$ cat src/rtl/eyeriss_rlc_pkg.sv
// eyeriss_rlc_pkg: RLC word geometry, FSM states and pair field offsets shared by
// the global-buffer read decoder and the write-back encoder.
package eyeriss_rlc_pkg;
    localparam int DATA_WIDTH = 16;
    localparam int RUN_WIDTH  = 5;
    localparam int PAIRS      = 3;
    localparam int WORD_WIDTH = PAIRS * (RUN_WIDTH + DATA_WIDTH) + 1;

    typedef enum logic [1:0] {IDLE, RD, CAP, EMIT} state_e;

    function automatic int pair_lsb(input int k, input int run_w, input int data_w);
        return k * (run_w + data_w);
    endfunction
endpackage

$ cat src/rtl/rlc_pair_sel.sv
// rlc_pair_sel: picks one (run, level) pair out of an RLC word and flags padding pairs.
module rlc_pair_sel #(
    parameter int DATA_WIDTH = eyeriss_rlc_pkg::DATA_WIDTH,
    parameter int RUN_WIDTH  = eyeriss_rlc_pkg::RUN_WIDTH,
    parameter int PAIRS      = eyeriss_rlc_pkg::PAIRS,
    parameter int IW         = 2
) (
    input  logic [PAIRS*(RUN_WIDTH+DATA_WIDTH)-1:0] word_i,
    input  logic [IW-1:0]                           idx_i,
    output logic [RUN_WIDTH-1:0]                    run_o,
    output logic [DATA_WIDTH-1:0]                   level_o,
    output logic                                    pad_o
);
    import eyeriss_rlc_pkg::*;

    localparam int PW = RUN_WIDTH + DATA_WIDTH;

    logic [PW-1:0] pair;

    // Indices past the last pair read as padding.
    always_comb begin
        pair = '0;
        for (int k = 0; k < PAIRS; k++)
            if (idx_i == IW'(k)) pair = word_i[pair_lsb(k, RUN_WIDTH, DATA_WIDTH) +: PW];
    end

    assign run_o   = pair[RUN_WIDTH-1:0];
    assign level_o = pair[RUN_WIDTH +: DATA_WIDTH];
    assign pad_o   = pair == '0;
endmodule

$ cat src/rtl/rlc_rd_decoder.sv
// rlc_rd_decoder: reads one buffer word per accepted address and streams it to the
// PE array as raw 16-bit values or as run-length decoded values.
module rlc_rd_decoder #(
    parameter int ADDR_WIDTH = 8,
    parameter int DATA_WIDTH = eyeriss_rlc_pkg::DATA_WIDTH,
    parameter int RUN_WIDTH  = eyeriss_rlc_pkg::RUN_WIDTH,
    parameter int PAIRS      = eyeriss_rlc_pkg::PAIRS,
    localparam int WORD_WIDTH = PAIRS * (RUN_WIDTH + DATA_WIDTH) + 1
) (
    input  logic                  clk,
    input  logic                  rst,
    input  logic [ADDR_WIDTH-1:0] ADDR,
    input  logic                  ADD_VALID,
    input  logic                  ENCODE,
    output logic                  ADDR_READY,
    output logic                  mem_rd_en,
    output logic [ADDR_WIDTH-1:0] mem_addr,
    input  logic [WORD_WIDTH-1:0] mem_rdata,
    output logic [DATA_WIDTH-1:0] dout,
    output logic                  dout_valid,
    input  logic                  dout_ready,
    output logic                  dout_last
);
    import eyeriss_rlc_pkg::*;

    localparam int PW    = RUN_WIDTH + DATA_WIDTH;
    localparam int RAW_N = WORD_WIDTH / DATA_WIDTH;
    localparam int IDX_N = PAIRS > RAW_N ? PAIRS : RAW_N;
    localparam int IW    = IDX_N > 1 ? $clog2(IDX_N) : 1;

    state_e                state_q;
    logic [ADDR_WIDTH-1:0] addr_q;
    logic                  mode_q;
    logic [WORD_WIDTH-1:0] word_q;
    logic [IW-1:0]         idx_q, last_q, last_d;
    logic [RUN_WIDTH-1:0]  cnt_q, run;
    logic [DATA_WIDTH-1:0] level, raw_val;
    logic                  pad, in_run, hs, adv, end_idx;

    rlc_pair_sel #(
        .DATA_WIDTH(DATA_WIDTH),
        .RUN_WIDTH (RUN_WIDTH),
        .PAIRS     (PAIRS),
        .IW        (IW)
    ) u_sel (
        .word_i (word_q[WORD_WIDTH-2:0]),
        .idx_i  (idx_q),
        .run_o  (run),
        .level_o(level),
        .pad_o  (pad)
    );

    always_comb begin
        raw_val = '0;
        for (int k = 0; k < RAW_N; k++)
            if (idx_q == IW'(k)) raw_val = word_q[k*DATA_WIDTH +: DATA_WIDTH];
    end

    // Highest non-padding pair is the only one allowed to carry dout_last.
    always_comb begin
        last_d = '0;
        for (int k = 0; k < PAIRS; k++)
            if (mem_rdata[pair_lsb(k, RUN_WIDTH, DATA_WIDTH) +: PW] != '0) last_d = IW'(k);
    end

    assign in_run     = cnt_q != run;
    assign dout_valid = state_q == EMIT && (!mode_q || !pad);
    assign dout       = !dout_valid ? '0 : !mode_q ? raw_val : in_run ? '0 : level;
    assign dout_last  = dout_valid && mode_q && !in_run && word_q[WORD_WIDTH-1] && idx_q == last_q;
    assign hs         = dout_valid && dout_ready;
    assign adv        = (mode_q && pad) || (hs && !(mode_q && in_run));
    assign end_idx    = idx_q == (mode_q ? IW'(PAIRS-1) : IW'(RAW_N-1));
    assign ADDR_READY = state_q == IDLE;
    assign mem_rd_en  = state_q == RD;
    assign mem_addr   = addr_q;

    always_ff @(posedge clk or negedge rst) begin
        if (!rst) begin
            state_q <= IDLE;
            addr_q  <= '0;
            mode_q  <= 1'b0;
            word_q  <= '0;
            idx_q   <= '0;
            last_q  <= '0;
            cnt_q   <= '0;
        end else begin
            case (state_q)
                IDLE: if (ADD_VALID) begin
                    addr_q  <= ADDR;
                    mode_q  <= ENCODE;
                    state_q <= RD;
                end
                RD: state_q <= CAP;
                CAP: begin
                    word_q  <= mem_rdata;
                    last_q  <= last_d;
                    idx_q   <= '0;
                    cnt_q   <= '0;
                    state_q <= EMIT;
                end
                EMIT: begin
                    if (hs && mode_q && in_run) cnt_q <= cnt_q + 1'b1;
                    if (adv) begin
                        idx_q <= idx_q + 1'b1;
                        cnt_q <= '0;
                        if (end_idx) state_q <= IDLE;
                    end
                end
            endcase
        end
    end
endmodule

$ cat config.mk
export PLATFORM = sky130hd
export DESIGN_NAME = rlc_rd_decoder
export DESIGN_NICKNAME = d
export VERILOG_FILES = /design/src/rtl/eyeriss_rlc_pkg.sv /design/src/rtl/rlc_pair_sel.sv /design/src/rtl/rlc_rd_decoder.sv
export SDC_FILE = /design/constraint.sdc
export NUM_CORES = 1
export LEC_CHECK = 0
export CORE_MARGIN = 2
export CORE_UTILIZATION = 55
export DETAILED_ROUTE_END_ITERATION = 16
export HOLD_SLACK_MARGIN = 0.02
export PLACE_DENSITY = 0.95
export SYNTH_ARGS = -nofsm -noshare
export SYNTH_HDL_FRONTEND = slang
export SYNTH_HIERARCHICAL = 1
export SYNTH_SLANG_ARGS = --single-unit
$ cat constraint.sdc
create_clock -name clk -period 8.61 [get_ports clk]
set_input_delay 1.722 -clock clk [delete_from_list [all_inputs] [get_ports clk]]
set_output_delay 1.722 -clock clk [all_outputs]
set_load 0.005 [all_outputs]
; ---- Word level (Yosys, flattened, before mapping)
; Cells that the tools add are included.
[word_totals]
reg_bits = 84
latch_bits = 0
mem_bits_rw = 0
mem_bits_ro = 0
input_bits = 77
out_inout_bits = 28
memories = 0
[op_classes]
addsub = 2
multipliers = 0
div = 0
magnitude_cmp = 0
eq_ne = 13
shifts = 0
muxes = 22
bitwise = 0
reduce_logical = 27
[op_table]
columns = op, count
row1 = $mux W16, 7
row2 = $mux W21, 3
row3 = $reduce_bool A21 Y1, 2
row4 = $logic_not A21 Y1, 1
row5 = $logic_and A1 B1 Y1, 11
row6 = $mux W2, 5
row7 = $mux W5, 2
row8 = $pmux W5 S2, 1
row9 = $eq A2 B2 Y1 const B, 4
row10 = $pmux W2 S4, 1
row11 = $ne A2 B2 Y1 const B, 3
row12 = $reduce_and A2 Y1, 3
row13 = $add A5 B1 Y5 const B, 1
row14 = $ne A5 B5 Y1, 1
row15 = $eq A2 B1 Y1 const B, 2
row16 = $eq A2 B2 Y1, 2
row17 = $logic_not A1 Y1, 4
row18 = $logic_not A2 Y1, 2
row19 = $pmux W2 S2, 1
row20 = $ne A3 B2 Y1 const B, 1
row21 = $reduce_and A3 Y1, 1
row22 = $add A2 B1 Y2 const B, 1
row23 = $logic_or A1 B1 Y1, 2
row24 = $mux W1, 2
row25 = $reduce_bool A2 Y1, 1

; ---- Longest topological paths before layout
[logic_depth]
ltp_word = 14
depth_mapped = 12
ltp_nobuf = 10

; ---- By module
; The synthesis kept the hierarchy.
[modules_own_cells]
columns = mod, instances, cells_each, area_each_um2, seq_area_each_um2
row1 = rlc_rd_decoder, 1, 356, 4177.8, 2102.0
row2 = rlc_pair_sel, 1, 65, 498.0, 0.0

; ---- Worst setup path after synthesis
; No wires, ideal clock.
[synth_path]
path_kind = flip-flop to output port
startpoint = register idx_q[0]
endpoint = output dout[10]
arrival_ps = 2310
slack_ps = 4578
stages_incl_launch_ff = 12
n_path_buf = 3
cell_sequence = dfrtp_1 > buf_6 > nor2b_1 > buf_2 > o2bb2ai_1 > nor4_1 > and4_1 > and3_1 > a21bo_2 > a21o_1 > buf_6 > nor3_1
[synth_between]
elab_chain_cells = 9
elab_cells_between_ends = 19
classes_between = eq/ne (4) / mux (10) / reduce/logical (5)
[synth_lines]
columns = element, line
row1 = from (decl), rlc_rd_decoder.sv:35  ; logic [IW-1:0] idx_q, last_q, last_d;
row2 = from (signal assigned), rlc_rd_decoder.sv:104  ; idx_q <= idx_q + 1'b1;
row3 = $logic_not A2 Y1, rlc_pair_sel.sv:24  ; if (idx_i == IW'(k)) pair = word_i[pair_lsb(k, RUN_WIDTH, DATA_WIDTH) +: PW];
row4 = $mux W21 (2 in a row), rlc_pair_sel.sv:24
row5 = $mux W21 *, rlc_pair_sel.sv:24
row6 = named net level[3], rlc_rd_decoder.sv:37  ; logic [DATA_WIDTH-1:0] level, raw_val;
row7 = $logic_not A21 Y1 *, rlc_pair_sel.sv:29  ; assign pad_o = pair == '0;
row8 = named net pad, rlc_rd_decoder.sv:38  ; logic pad, in_run, hs, adv, end_idx;
row9 = $logic_not A1 Y1 *, rlc_rd_decoder.sv:67  ; assign dout_valid = state_q == EMIT && (!mode_q || !pad);
row10 = $logic_or A1 B1 Y1 *, rlc_rd_decoder.sv:67
row11 = $logic_and A1 B1 Y1 *, rlc_rd_decoder.sv:67
row12 = $mux W16 *, rlc_rd_decoder.sv:68  ; assign dout = !dout_valid ? '0 : !mode_q ? raw_val : in_run ? '0 : level;
row13 = to (decl), rlc_rd_decoder.sv:19  ; output logic [DATA_WIDTH-1:0] dout,
; The timed path passes the listed nets; every way through them passes the cells marked *.

; ---- Worst setup path in the final report
[layout_path]
startpoint = register idx_q[1]
endpoint = output dout[3]
[layout_between]
elab_chain_cells = 9
elab_cells_between_ends = 19
classes_between = eq/ne (4) / mux (10) / reduce/logical (5)
[layout_lines]
columns = element, line
row1 = $logic_not A2 Y1, "rlc_pair_sel.sv:24, rlc_rd_decoder.sv:56"
row2 = $mux W21 (3 in a row), rlc_pair_sel.sv:24
row3 = $logic_not A21 Y1, rlc_pair_sel.sv:29
row4 = $logic_not A1 Y1, rlc_rd_decoder.sv:67
row5 = $logic_or A1 B1 Y1, rlc_rd_decoder.sv:67
row6 = $logic_and A1 B1 Y1, rlc_rd_decoder.sv:67
row7 = $mux W16 *, rlc_rd_decoder.sv:68
; Every way passes the cells marked *; elsewhere a longest branch is shown, timed or not.

==> flow_metrics.env <==
export IMPL_status="completed"
export IMPL_critPathMostFrequentCell="nor3_1"
export IMPL_gr_total_overflow=0
export IMPL_synth_flop_cell="dfrtp_1"
export IMPL_hold_path_depth=1
export IMPL_nets=596
export IMPL_routed_via_density=6.38
export IMPL_die_x_um=96.2
export IMPL_start_util=0.569
export IMPL_wl_per_cell_um=21.2
export IMPL_hold_viol=0
export IMPL_grt_pass1_vias=3867
export IMPL_max_cap_violations=0
export IMPL_critPathMaxStageDelay_ps=1000
export IMPL_drt_iter0_drc=363
export IMPL_finalCriticalPeriod_ps=6100
export IMPL_synth_area_um2=4680
export IMPL_r2r_cells=9
export IMPL_first_pass_iters=5
export IMPL_cp_required_ps=6890
export IMPL_cts_made_buffers=9
export IMPL_gp_congestion=0.982
export IMPL_synth_edf_count=0
export IMPL_fin_setup_tns_ps=0
export IMPL_yosys_area_top_type="dfrtp_1"
export IMPL_placed_cells=604
export IMPL_grt_total_usage=0.299
export IMPL_synth_seq_area_share=0.450
export IMPL_cts_setup_buffers=0
export IMPL_num_io_pins=105
export IMPL_critPathMaxFanout=26
export IMPL_postRouteAntennaNets=0
export IMPL_dp_hpwl_um=9730
export IMPL_start_kind="flip-flop"
export IMPL_area_growth_pct=27.2
export IMPL_synthDistinctLibCells=43
export IMPL_worst_ep_arrival_time_ps=4380
export IMPL_r2r_slack_ps=5010
export IMPL_setup_viol=0
export IMPL_fp_dieH_um=96.2
export IMPL_grt_max_degree=85
export IMPL_drive_above_1_share=0.190
export IMPL_drt_wl_total_um=13100
export IMPL_syn_avg_cell_area_um2=11.1
export IMPL_clkTransAtPathRegs_ps=90
export IMPL_cts_tree="yes"
export IMPL_rows=33
export IMPL_coreArea_um2=8220
export IMPL_rsz0062_at_grt="false"
export IMPL_ys_seq_elements=84
export IMPL_grt_first_pass_wirelength_um=20500
export IMPL_n_antenna_cell=0
export IMPL_worst_pin_slew_ps=1200
export IMPL_syn_inst=421
export IMPL_hp_class="flip-flop to flip-flop"
export IMPL_leakagePower_nw=2.32
export IMPL_synth_area_leaders="dfrtp_1 45%, mux2_2 18%, mux2i_1 4.5%"
export IMPL_cts_resized=0
export IMPL_crit_type="flip-flop to output pin"
export IMPL_worst_setup_path_end_kind="output pin"
export IMPL_critPathSlowestCell="nor2b_1"
export IMPL_clock_skew_ps=14.2
export IMPL_yosysTopAreaCellShare=0.450
export IMPL_synthTopCellsByCount="84 x dfrtp_1, 73 x mux2_2, 33 x nor3_1"
export IMPL_fp_dieArea_um2=9250
export IMPL_hold_buffers=0
export IMPL_power_density_nw_per_um2=388
export IMPL_drv_slew=0
export IMPL_synth_most_common_cell="dfrtp_1"
export IMPL_async_flop_share=1.00
export IMPL_cts_root_buffer="clkbuf_8"
export IMPL_h_tree_depth=3
export IMPL_vdd_drop_max_mv=0.173
export IMPL_cts_max_path_buffers=2
export IMPL_yosys_warnings=6
export IMPL_drc_errors=0
export IMPL_slew_headroom=0.202
export IMPL_final_cells=620
export IMPL_max_freq_ghz=0.164
export IMPL_timing_final_crit_share=0.708
export IMPL_cts_sinks=84
export IMPL_place_port_buffers=104
export IMPL_clock_latency_ps=360
export IMPL_syn_num_nets=507
export IMPL_antenna_found_initial=0
export IMPL_dr_total_vias=3956
export IMPL_crit_chain="inv_1 -> ha_1 -> nor2b_1 -> a221oi_1 -> nor3_1 -> a211oi_1 -> nor3_1 -> clkdlybuf4s50_1"
-- cell type report --
type	count	area [µm²]
sequential	84	2100
fill	595	2270
timing repair buffer	106	1050
inverter	8	30.0
tap	105	131
clock buffer	11	141
multi-input combinational	301	2400
clock inverter	5	83.8
-- sequential cells by signal (all words and copies together), names as in the netlist --
name and cells:
cnt_q 5, last_q 2, mode_q 1, idx_q 2, word_q 64, state_q 2
mem_addr 8
-- per-stage QoR --
step	worst slack [ps]	utilization	total power, mW	instance area, µm²	hold slack (ps)
CTS	2350	0.723	2.29	5940	513
finish	2510	0.724	2.30	5950	512
global route	2370	0.724	2.43	5950	526
detailed placement	2750	0.696	1.96	5720	492
global placement	3020	0.696	1.92	5720	488
floorplan	4580	-	1.55	4680	471
-- path summary, 6_finish.rpt --
| check | start | endpoint |
|---|---|---|
| min reg2reg | mem_addr[4] | mem_addr[4] |
| max | idx_q[1] | dout[3] |
| min in group asynchronous | rst | cnt_q[3] |
| max in group asynchronous | rst | word_q[55] |
| min | mem_addr[4] | mem_addr[4] |
| max reg2reg | idx_q[1] | state_q[1] |
-- worst max-delay path, delay by kind of cell, from the launching register on --
family	cells	cell delay, ps
AO/OA/AOI/OAI	2	360
adder cells (fa/ha/maj)	1	490
buffers and inverters	2	770
flip-flops	1	860
AND/OR/NAND/NOR	3	1520
-- routing by layer --
| layer | wire length, µm | GRT usage | up-vias |
|---|---|---|---|
| met4 | 407 | 0.131 | 0 |
| met5 | 0 | 0 | - |
| li1 | - | - | 1742 |
| met2 | 6560 | 0.495 | 201 |
| met3 | 842 | 0.0368 | 34 |
| met1 | 5330 | 0.395 | 1979 |
-- cell usage in the layout, fill, tap and decap left out, types with 4 or more instances in the layout --
master | Yosys | layout
nand2_1 | 13 | 13
nor4_1 | 11 | 11
o21ai_0 | 10 | 10
o2bb2ai_1 | 14 | 14
nor2_1 | 23 | 23
xnor2_1 | 5 | 5
dfrtp_1 | 84 | 84
mux2i_1 | 21 | 21
nor2b_1 | 17 | 16
a221oi_1 | 15 | 15
mux2_2 | 73 | 73
inv_1 | 7 | 7
clkbuf_8 | 0 | 10
a211oi_1 | 15 | 15
nand3_1 | 4 | 4
xor2_1 | 6 | 6
clkdlybuf4s50_1 | 0 | 103
nand4_1 | 5 | 5
ha_1 | 9 | 8
nor3_1 | 33 | 33
-- logic make-up (layout without fill, tap and decap cells) --
logic type,count (synthesis),in the layout,synth area share
flops,84,84,0.450
fa+ha+maj,9,9,0.0241
xor+xnor,11,11,0.0206
compound gates,69,69,0.114
mux,95,95,0.223
simple gates,117,117,0.131
buf+inv,36,130,0.0375
-- power breakdown --
group	total (mW)	switching [mW]	leakage, nW	internal [mW]
clock network	0.322	0.149	0.106	0.172
registers	0.797	0.210	0.993	0.587
logic	1.19	0.592	1.22	0.594
No activity file was read; power rests on OpenSTA's default activity.
